File: config.mk
export PLATFORM = sky130hd
export DESIGN_NAME = pe_link_mailbox
export DESIGN_NICKNAME = d
export VERILOG_FILES = /design/src/rtl/pe_link_mailbox.sv
export SDC_FILE = /design/constraint.sdc
export NUM_CORES = 1
export LEC_CHECK = 0
export ABC_AREA = 1
export BUFFER_PORTS_ARGS = -buffer_cell sky130_fd_sc_hd__clkbuf_2
export CAP_MARGIN = 20
export CORE_MARGIN = 4
export CORE_UTILIZATION = 45
export CTS_BUF_LIST = sky130_fd_sc_hd__clkbuf_8
export CTS_CLUSTER_SIZE = 12
export DETAILED_ROUTE_END_ITERATION = 16
export PLACE_DENSITY = 0.73
export SYNTH_ARGS = -nofsm -noshare
export SYNTH_HDL_FRONTEND = slang
export SYNTH_SLANG_ARGS = --single-unit
File: constraint.sdc
create_clock -name clk -period 5.2 [get_ports clk]
set_input_delay 0 -clock clk [delete_from_list [all_inputs] [get_ports clk]]
set_output_delay 0 -clock clk [all_outputs]
set_load 0.01 [all_outputs]
File: src/rtl/pe_link_mailbox.sv
// Elastic in-order message buffer for one PE-to-PE link: a DEPTH-entry FIFO with registered
// ready/valid. Optional statistics (high_water, push_stall) are enabled by `define MAILBOX_STATS_EN.
module pe_link_mailbox #(
    parameter int MSG_WIDTH  = 48,
    parameter int DEPTH      = 4,
    parameter int ADDR_WIDTH = 2
) (
    input  logic                  clk,
    input  logic                  reset,
    input  logic [MSG_WIDTH-1:0]  in_value,
    input  logic                  in_valid,
    output logic                  in_ready,
    output logic [MSG_WIDTH-1:0]  out_value,
    output logic                  out_valid,
    input  logic                  out_ready,
`ifdef MAILBOX_STATS_EN
    output logic [ADDR_WIDTH:0]   high_water,
    output logic [15:0]           push_stall,
`endif
    output logic [ADDR_WIDTH:0]   occupancy
);

    localparam logic [ADDR_WIDTH:0] FULL_CNT = (ADDR_WIDTH+1)'(DEPTH);

    logic [MSG_WIDTH-1:0]  mem [DEPTH];
    logic [ADDR_WIDTH-1:0] wr_ptr, rd_ptr;
    logic [ADDR_WIDTH:0]   occ_nxt;
    logic                  push, pop;

    // Handshakes depend only on registered occupancy, so out_ready never reaches in_ready.
    assign in_ready  = (occupancy != FULL_CNT);
    assign out_valid = (occupancy != '0);
    assign out_value = mem[rd_ptr];
    assign push      = in_valid && in_ready;
    assign pop       = out_valid && out_ready;

    always_comb begin
        occ_nxt = occupancy;
        case ({push, pop})
            2'b10:   occ_nxt = occupancy + 1'b1;
            2'b01:   occ_nxt = occupancy - 1'b1;
            default: occ_nxt = occupancy;
        endcase
    end

    always_ff @(posedge clk) begin
        if (reset) begin
            wr_ptr    <= '0;
            rd_ptr    <= '0;
            occupancy <= '0;
            for (int i = 0; i < DEPTH; i++) mem[i] <= '0;
        end else begin
            if (push) begin
                mem[wr_ptr] <= in_value;
                wr_ptr      <= wr_ptr + ADDR_WIDTH'(1);
            end
            if (pop) rd_ptr <= rd_ptr + ADDR_WIDTH'(1);
            occupancy <= occ_nxt;
        end
    end

`ifdef MAILBOX_STATS_EN
    always_ff @(posedge clk) begin
        if (reset) begin
            high_water <= '0;
            push_stall <= '0;
        end else begin
            if (occ_nxt > high_water) high_water <= occ_nxt;
            if (in_valid && !in_ready && push_stall != 16'hFFFF) push_stall <= push_stall + 16'd1;
        end
    end
`endif

endmodule

# After elaboration in Yosys (flattened, before gate mapping)

Memory sizes are Yosys's and may differ from the RTL's. A register that Yosys moved wholly into a read port is not among the register bits.
Cells that the tools add are included.
Widths: inputs -> output; s select.

Reduce and logical (&&, ||, !) cells: 5
$add $sub $neg: 4
Multiplexer cells: 11
Equal/unequal tests: 3

Operators with widths:

| operator            | number |
|---|---|
| $mux 48             | 1 |
| $reduce_or 48->1    | 1 |
| $mux 1              | 6 |
| $mux 2              | 3 |
| $pmux 3 s2          | 1 |
| $add 2x1->2 const B | 2 |
| $add 3x1->3 const B | 1 |
| $ne 3x3->1 const B  | 1 |
| $reduce_bool 3->1   | 1 |
| $sub 3x1->3 const B | 1 |
| $eq 2x1->1 const B  | 1 |
| $eq 2x2->1 const B  | 1 |
| $logic_and 1x1->1   | 2 |
| $reduce_bool 2->1   | 1 |

Output and inout port bits: 53
Memories: 1
Flip-flop bits (word level): 7
Logic and storage cells: 27
Memory bits (writable): 192

Memory list:

| memory | depth | bits a word | rd ports | clocked after memory_dff | write ports | RTL line | text |
|---|---|---|---|---|---|---|---|
| mem    | 4     | 48          | 1        | 1                        | 4           | 25       | `logic [MSG_WIDTH-1:0] mem [DEPTH];` |

# Longest topological paths before layout

Gate-level depths: netlist (run 1).

Word-level depth: 7
Mapped depth: 13
Mapped depth without buffers: 13

# Worst setup path before layout (run 1)

OpenSTA, ideal clock, no wires.

Path kind: register -> register
From: register wr_ptr[1]
To: memory mem[2][0] (enable)
Stages on the path, launching flop included: 7
Data arrival time: 4234 ps
Path slack: 446 ps
Clock period less this slack: 4754 ps
Path buffers: 2
Data required time: 4680 ps
Path through: dfxtp_1 buf_2 inv_1 nor2_1 inv_2 buf_2 o21ai_0

RTL lines:

| what                     | RTL line | text |
|---|---|---|
| start: declaration       | 26       | `logic [ADDR_WIDTH-1:0] wr_ptr, rd_ptr;` |
| start signal: assignment | 55       | `wr_ptr <= wr_ptr + ADDR_WIDTH'(1);` |
| end: declaration         | 25       |  |

==> summary.md, run 1 <==
- **kind of launch point of the worst setup path** flop
- **number of hold-slack violations in the final timing report** 0
- **cell row count** 51
- **clk_skew** 8.16 ps
- **number of buffers created by CTS** 31
- **htree depth** 1
- **Tot GR Track Use** 18.9%
- **Finished Layout Cells** 1272
- **Arrival @ worst endpoint** 3320 ps
- **antenna violations before repair** 0
- **last weighted congestion value of the routability-driven placer** 0.764
- **final-report setup violation count** 0
- **Synth Area per Inst** 10.5 um^2
- **post-layout min period** 3320 ps
- **leading post-synthesis cells by instance count** sky130_fd_sc_hd__nor2_1 (239), sky130_fd_sc_hd__edfxtp_1 (192), sky130_fd_sc_hd__inv_1 (102)
- **number of enable flip-flop cells after synthesis** 192
- **PostCTS Resize Cnt** 0
- **number of warning messages in the yosys log** 0
- **fraction of final layout cells sized beyond drive strength 1** 18.0%
- **DR pass1 iterations** 5
- **# port buffers** 104
- **number of fill cells in the layout** 1695
- **ratio of final minimum period to clock period** 63.9%
- **Chip Width** 148 um
- **Setup Crit Path Kind** reg2out
- **actual slew at the worst max-slew pin** 1060 ps
- **combined area of the multi-input logic cells** 2260 um^2
- **via count** 6555
- **Antenna Nets Post-Route** 0
- **Cell Pwr Density** 422 nW/um^2
- **wire per inst** 16.9 um
- **die boundary height** 148 um
- **most area-hungry cell type in the Yosys netlist** sky130_fd_sc_hd__edfxtp_1
- **first-iteration detailed-routing DRC count** 620
- **DRC viols** 0
- **DIE AREA** 22000 um^2
- **most used standard cell by instance count after synthesis** sky130_fd_sc_hd__nor2_1
- **CTS Buffer Depth** 3
- **global-route wire length before repair** 33500 um
- **number of antenna repair diodes** 0
- **Clk pin slew, worst setup/hold paths** 60 ps
- **buffer cell driving the clock tree root** sky130_fd_sc_hd__clkbuf_8
- **placeable core area** 19400 um^2
- **final core utilization** 55.1%
- **clock insertion delay at the later pin of the skew report** 540 ps
- **top-area cell type share of the netlist area** 65.1%
- **post-route total power** 4.51 mW
- **Max Cap Viol** 0
- **net count after synthesis** 899
- **Vias per Instance** 5.15
- **Leakage** 4.28 nW
- **dominant cells by area after synthesis** sky130_fd_sc_hd__edfxtp_1 (65%), sky130_fd_sc_hd__nor2_1 (10%), sky130_fd_sc_hd__o21ai_0 (5.6%), sky130_fd_sc_hd__inv_1 (4.3%), sky130_fd_sc_hd__o22ai_1 (3.4%)
- **detailed-placement wirelength estimate** 12100 um
- **required time reported for the critical path endpoint** 5200 ps
- **footprint of the flip-flops and latches** 5950 um^2
- **Seq/Total Area, Yosys** 67.1%
- **effective utilization at floorplan** 45.7%
- **final slew viol count** 0
- **worst-case vdd ir drop** 0.000270 V
- **final global-route overflow total** 0
- **primary flip-flop cell chosen by synthesis mapping** sky130_fd_sc_hd__edfxtp_1
- **Worst slew margin** 29.5%
- **netlist area before placement** 8860 um^2
- **total of flip-flops plus latches after synthesis** 201
- **status** complete, no violations
- **post-synthesis cell type count** 25
- **endpoint kind of the worst setup timing path** primary output
- **sinks on the clock net** 201
- **post-placement cell count** 1165
- **number of global-route vias before repair** 6621
- **setup TNS after final layout** 0 ps
- **IO Pins** 105
- **routed wire length** 21500 um
- **critical-path maximum fanout** 97
- **async set-or-reset flop fraction in the synthesized netlist** 0%
- **f_max** 301 MHz
- **cells after synthesis** 845
- **Area growth syn-to-layout** 20.6%
- **maximum number of pins on one net before global-route repair** 98
- **CTS tree** yes
- **final net count** 1038
- **Tightest Hold Check Type** in2reg
- **setup repair after global routing missed its margin** false
per-stage QoR:
stage,area [um^2],hold WS [ps],setup slack (ps)
after floorplan,8860,78.0,446
after global placement,9540,202,2320
after detailed placement,9580,192,2500
after CTS,10700,45.9,1920
after global routing,10700,94.6,1610
final,10700,78.1,1880
sequential cells by signal (all words and copies together) (netlist names), named ones only:
register,cells
mem,192
occupancy,3
rd_ptr,2
wr_ptr,2
metal layers:
metal  GRT usage, %  wire (um)  vias up
met5              0          0        -
met4           6.88        569        0
met3           2.44       1400       45
met2           31.9      10400      271
met1           25.5       9070     3114
li1               -          -     3125
placed cells by master, fill, tap and decap left out, types with 3 or more instances in the layout:
| master | n |
|---|---|
| sky130_fd_sc_hd__clkinv_1 | 6 |
| sky130_fd_sc_hd__edfxtp_1 | 192 |
| sky130_fd_sc_hd__nor2_1 | 239 |
| sky130_fd_sc_hd__buf_4 | 7 |
| sky130_fd_sc_hd__o21ai_0 | 96 |
| sky130_fd_sc_hd__inv_2 | 12 |
| sky130_fd_sc_hd__dfxtp_1 | 6 |
| sky130_fd_sc_hd__dlygate4sd3_1 | 51 |
| sky130_fd_sc_hd__o22ai_1 | 48 |
| sky130_fd_sc_hd__nand3_1 | 4 |
| sky130_fd_sc_hd__nand2_1 | 13 |
| sky130_fd_sc_hd__nor2_4 | 9 |
| sky130_fd_sc_hd__clkbuf_2 | 104 |
| sky130_fd_sc_hd__o21ai_1 | 4 |
| sky130_fd_sc_hd__inv_1 | 113 |
| sky130_fd_sc_hd__clkbuf_8 | 33 |
| sky130_fd_sc_hd__nor3_1 | 48 |
| sky130_fd_sc_hd__o21ai_4 | 4 |
| sky130_fd_sc_hd__a21oi_1 | 3 |
cell type report:
class | count | area share, %
repair buffers | 164 | 10.5
multi-input cells | 474 | 21.2
inverters | 112 | 3.95
clock buffers | 33 | 4.25
well taps | 265 | 3.10
flip-flops and latches | 201 | 55.7
clock inverters | 23 | 1.31
final timing paths:
path / startpoint / end / slack (ps) / cells past startpoint
max: flop / out_value[44] / 1880 / 5
min: in_valid / wr_ptr[0] / 80 / 4
max reg2reg: wr_ptr[1] / mem[1][38] / 2510 / 5
min reg2reg: wr_ptr[0] / wr_ptr[0] / 520 / 2
power by group:
group	total [mW]	internal, mW	switching (mW)
logic	1.14	0.387	0.752
registers	2.10	1.96	0.140
clock network	1.26	0.679	0.586
cell families (layout without fill, tap and decap cells):
logic type / after synthesis / in the layout / synth area share (%)
AO/OA/AOI/OAI: 155 / 155 / 9.43
adder cells (fa/ha/maj): 2 / 2 / 0.367
buffers and inverters: 170 / 332 / 7.96
flip-flops: 201 / 201 / 67.1
AND/OR/NAND/NOR: 317 / 317 / 15.1
repair_timing:
item                                   in CTS  in global routing
buffers inserted                            0                  0
hold buffers                               51                  0
endpoints found under the hold margin     197                  0
worst max-delay path, stage by stage, from the launching register on:
cell	delay [ps]
sky130_fd_sc_hd__dfxtp_4	990
sky130_fd_sc_hd__clkinv_2	620
sky130_fd_sc_hd__buf_4	510
sky130_fd_sc_hd__o21ai_0	330
sky130_fd_sc_hd__o22ai_1	130
sky130_fd_sc_hd__clkbuf_2	150
(Power assumes the default switching activity.)
==> run 2: changes to the inputs <==
==> constraint.sdc (replaced) <==
create_clock -name clk -period 3.4 [get_ports clk]
set_input_delay 0 -clock clk [delete_from_list [all_inputs] [get_ports clk]]
set_output_delay 0 -clock clk [all_outputs]
set_load 0.01 [all_outputs]
==> summary.md, run 2 (synthesis results as in run 1) <==
- **status** complete, no violations
- **fraction of final layout cells sized beyond drive strength 1** 19.2%
- **number of cells on the worst hold path** 4
- **Leakage** 4.33 nW
- **last weighted congestion value of the routability-driven placer** 0.774
- **Vias per Instance** 5.19
- **Cell Pwr Density** 646 nW/um^2
- **Area growth syn-to-layout** 21.8%
- **antenna violations before repair** 0
- **sinks on the clock net** 201
- **number of hold-slack violations in the final timing report** 0
- **global-route wire length before repair** 34100 um
- **post-route total power** 6.97 mW
- **worst-case vdd ir drop** 0.000383 V
- **die boundary height** 148 um
- **CTS tree** yes
- **Critical path buffers and inverters** 2
- **registers with the most flip-flops** mem: 192 flops, occupancy: 3 flops
- **effective utilization at floorplan** 45.7%
- **commonest non-fill, non-tap cells in the layout** sky130_fd_sc_hd__nor2_1 (239), sky130_fd_sc_hd__edfxtp_1 (192), sky130_fd_sc_hd__inv_1 (108)
- **required time reported for the critical path endpoint** 3580 ps
- **register with the highest flop count** mem
- **Max Cap Viol** 0
- **wire per inst** 16.8 um
- **number of antenna repair diodes** 0
- **# port buffers** 104
- **placeable core area** 19400 um^2
- **slowest cell on the critical path** sky130_fd_sc_hd__dfxtp_2
- **number of buffers created by CTS** 34
- **via count** 6653
- **detailed-placement wirelength estimate** 12300 um
- **worst min-delay path startpoint** in_valid
- **Chip Width** 148 um
- **Tightest Hold Check Type** in2reg
- **f_max** 407 MHz
- **final-report setup violation count** 0
- **first-iteration detailed-routing DRC count** 499
- **Clk pin slew, worst setup/hold paths** 60 ps
- **DRC viols** 0
- **final slew viol count** 0
- **cell row count** 51
- **setup repair after global routing missed its margin** false
- **maximum number of pins on one net before global-route repair** 97
- **Antenna Nets Post-Route** 0
- **Setup Crit Path Kind** reg2reg
- **endpoint kind of the worst setup timing path** flop
- **crit-path max cell delay** 810 ps
- **clock insertion delay at the later pin of the skew report** 510 ps
- **worst reg-to-reg path cell count** 4
- **post-layout min period** 2460 ps
- **setup TNS after final layout** 0 ps
- **htree depth** 2
- **DIE AREA** 22000 um^2
- **register-to-register path setup slack** 940 ps
- **kind of cell adding the most delay to the critical path** flip-flops
- **actual slew at the worst max-slew pin** 995 ps
- **start of the worst register-to-register path** wr_ptr[1]
- **number of global-route vias before repair** 6734
- **Arrival @ worst endpoint** 2640 ps
- **Worst slew margin** 33.7%
- **routed wire length** 21500 um
- **ordered list of cells on the worst path** buf_4, nand2_1, o21ai_4, buf_12
- **CTS Buffer Depth** 3
- **kind of launch point of the worst setup path** flop
- **Tot GR Track Use** 19.6%
- **clk_skew** 20.6 ps
- **final global-route overflow total** 0
- **critical-path maximum fanout** 37
- **number of flip-flops in the largest register** 192
- **RR Endpoint** mem[3][0]
- **ratio of final minimum period to clock period** 72.2%
- **buffer cell driving the clock tree root** sky130_fd_sc_hd__clkbuf_8
- **most common cell after layout, fill and taps aside** sky130_fd_sc_hd__nor2_1
- **final net count** 1050
- **IO Pins** 105
- **PostCTS Resize Cnt** 0
- **Hold Path End** wr_ptr[0]
- **DR pass1 iterations** 4
run 2: cell types whose count changed in the layout (fill, tap and decap cells not counted), sizes merged:
| cell | change |
|---|---|
| clkinv | +2 |
| clkbuf | +2 |
| buf | +9 |
| inv | -3 |
| clkinvlp | +1 |
| bufinv | -1 |
run 2: worst max-delay path by stage:
stage | startpoint | to | slack [ps] | cells past startpoint
floorplan | occupancy[1] | mem[3][0] | 50 | 4
global placement | wr_ptr[1] | mem[3][40] | 980 | 4
detailed placement | wr_ptr[1] | mem[3][40] | 910 | 4
CTS | wr_ptr[1] | mem[3][0] | 870 | 4
global route | wr_ptr[1] | mem[3][0] | 760 | 4
finish | wr_ptr[1] | mem[3][0] | 940 | 4
run 2: what timing repair did:
action,in CTS,in global routing
hold buffers,51,0
buffers inserted,0,0
endpoints found under the hold margin,191,0
run 2: metal layers:
layer | vias to the layer above | GRT usage, % | wire, um
met1 | 3197 | 25.5 | 8920
met2 | 267 | 33.5 | 10500
li1 | 3156 | - | -
met3 | 33 | 3.75 | 1630
met4 | 0 | 5.96 | 486
met5 | - | 0 | 0
run 2: per-stage QoR:
step	instances	hold WS [ps]	setup slack (ps)	util (%)	cell area [um^2]
CTS	1282	101	874	55.7	10800
floorplan	845	78.0	50.4	-	8870
global route	1282	186	757	55.7	10800
finish	1282	115	945	55.7	10800
detailed placement	1174	226	909	49.9	9680
global placement	1174	210	979	49.9	9680
run 2: cell type report:
cell class,instances,area (um^2)
clock inverters,22,126
flip-flops and latches,201,5950
clock buffers,35,482
inverters,112,420
well taps,265,332
multi-input cells,474,2250
repair buffers,173,1230
fillers,1680,8600
run 2: worst min-delay path: cells and delay by family:
kind	cells	cell delay, ps
buf+inv	1	120
simple gates	3	450
run 2: report_power, final:
part | switching (mW) | internal [mW]
Sequential | 0.112 | 3.00
Combinational | 1.26 | 0.626
Clock | 0.936 | 1.04
==> run 3: changes to the inputs <==
==> constraint.sdc (replaced) <==
create_clock -name clk -period 2.5 [get_ports clk]
set_input_delay 0 -clock clk [delete_from_list [all_inputs] [get_ports clk]]
set_output_delay 0 -clock clk [all_outputs]
set_load 0.01 [all_outputs]
==> summary.md, run 3 (synthesis results as in run 1) <==
- **antenna violations before repair** 0
- **Chip Width** 148 um
- **number of antenna repair diodes** 0
- **CTS tree** yes
- **final global-route overflow total** 0
- **Tightest Hold Check Type** in2reg
- **setup TNS after final layout** 0 ps
- **detailed-placement wirelength estimate** 12100 um
- **min setup slack post-route** 393 ps
- **kind of cell adding the most delay to the critical path** buffers and inverters
- **registers with the most flip-flops** mem: 192 flops, occupancy: 3 flops
- **worst-case vdd ir drop** 0.000542 V
- **Max Cap Viol** 0
- **fraction of final layout cells sized beyond drive strength 1** 18.8%
- **post-layout min period** 2110 ps
- **f_max** 475 MHz
- **number of flip-flops in the largest register** 192
- **DRC viols** 0
- **count of buffers added by post-CTS timing repair for setup** 0
- **most common cell after layout, fill and taps aside** sky130_fd_sc_hd__nor2_1
- **Antenna Nets Post-Route** 0
- **ordered list of cells on the worst path** buf_4, o21ai_0, o22ai_1, clkbuf_2
- **CTS Buffer Depth** 3
- **CTS Hold Bufs** 51
- **Worst slew margin** 56.3%
- **Critical path buffers and inverters** 2
- **number of buffers created by CTS** 31
- **critical-path maximum fanout** 48
- **kind of launch point of the worst setup path** flop
- **Arrival @ worst endpoint** 2110 ps
- **via count** 6600
- **setup repair after global routing missed its margin** false
- **Setup Crit Path Kind** reg2out
- **effective utilization at floorplan** 45.7%
- **buffer cell driving the clock tree root** sky130_fd_sc_hd__clkbuf_8
- **crit-path max cell delay** 480 ps
- **clock insertion delay at the later pin of the skew report** 530 ps
- **required time reported for the critical path endpoint** 2500 ps
- **die boundary height** 148 um
- **first-iteration detailed-routing DRC count** 539
- **post-placement setup slack** 457 ps
- **Vias per Instance** 5.14
- **final net count** 1050
- **number of hold-slack violations in the final timing report** 0
- **maximum number of pins on one net before global-route repair** 97
- **Area growth syn-to-layout** 21.5%
- **# port buffers** 104
- **clk_skew** 10.1 ps
- **combined area of the multi-input logic cells** 2260 um^2
- **Tot GR Track Use** 19.5%
- **final slew viol count** 0
- **register with the highest flop count** mem
- **Cell Pwr Density** 862 nW/um^2
- **last weighted congestion value of the routability-driven placer** 0.738
- **number of global-route vias before repair** 6853
- **PostCTS Resize Cnt** 0
- **htree depth** 1
- **endpoint kind of the worst setup timing path** primary output
- **sinks on the clock net** 201
- **footprint of the flip-flops and latches** 5950 um^2
- **status** complete, no violations
- **ratio of final minimum period to clock period** 84.3%
- **Leakage** 4.33 nW
- **slowest cell on the critical path** sky130_fd_sc_hd__buf_4
- **actual slew at the worst max-slew pin** 656 ps
- **final-report setup violation count** 0
- **cell row count** 51
- **global-route wire length before repair** 34600 um
- **DIE AREA** 22000 um^2
- **commonest non-fill, non-tap cells in the layout** sky130_fd_sc_hd__nor2_1 (239), sky130_fd_sc_hd__edfxtp_1 (192), sky130_fd_sc_hd__inv_1 (114)
- **placeable core area** 19400 um^2
- **DR pass1 iterations** 5
- **post-route total power** 9.28 mW
- **Clk pin slew, worst setup/hold paths** 60 ps
- **number of fill cells in the layout** 1692
- **wire per inst** 16.8 um
- **routed wire length** 21500 um
- **IO Pins** 105
-- run 3: final timing paths --
check                           slack [ps]  depth (start not counted)             to    startpoint
worst max-delay path                   390                          4  out_value[27]          flop
worst min-delay path                   100                          4      wr_ptr[0]      in_valid
worst min register to register         500                          2      wr_ptr[0]     wr_ptr[0]
worst max register to register         450                         12   occupancy[2]  occupancy[0]
-- run 3: layer usage --
metal / vias to the layer above / track usage [%] / share of wire (%) / wire length (um)
li1: 3165 / - / - / -
met1: 3151 / 25.3 / 42 / 8920
met2: 241 / 34.4 / 50 / 10800
met3: 43 / 2.74 / 6.2 / 1340
met4: 0 / 5.91 / 2.0 / 425
met5: - / 0 / 0 / 0
-- run 3: report_power, final --
group          switching [mW]  leakage (nW)  internal (mW)
clock network            1.19         0.334           1.25
logic                    1.77          1.92          0.871
registers               0.116          2.07           4.08
-- run 3: final cells by class --
class | count | share of cell area, %
clock buffer | 31 | 3.96
clock inverter | 24 | 1.10
sequential | 201 | 55.3
tap | 265 | 3.08
multi-input combinational | 474 | 21.0
timing repair buffer | 176 | 11.6
inverter | 112 | 3.92
-- run 3: tightest hold or removal path, delay by kind of cell --
kind                   cells  cell delay (ps)
buffers and inverters      1              140
AND/OR/NAND/NOR            3              430
-- run 3: stage by stage --
step / hold WS (ps) / std cells / utilization (%) / area, um^2
final: 96.9 / 1283 / 55.5 / 10800
after global routing: 84.8 / 1283 / 55.5 / 10800
after CTS: 63.5 / 1283 / 55.5 / 10800
after detailed placement: 213 / 1177 / 50.0 / 9710
after global placement: 212 / 1177 / 50.0 / 9710
after floorplan: 78.0 / 845 / - / 8900
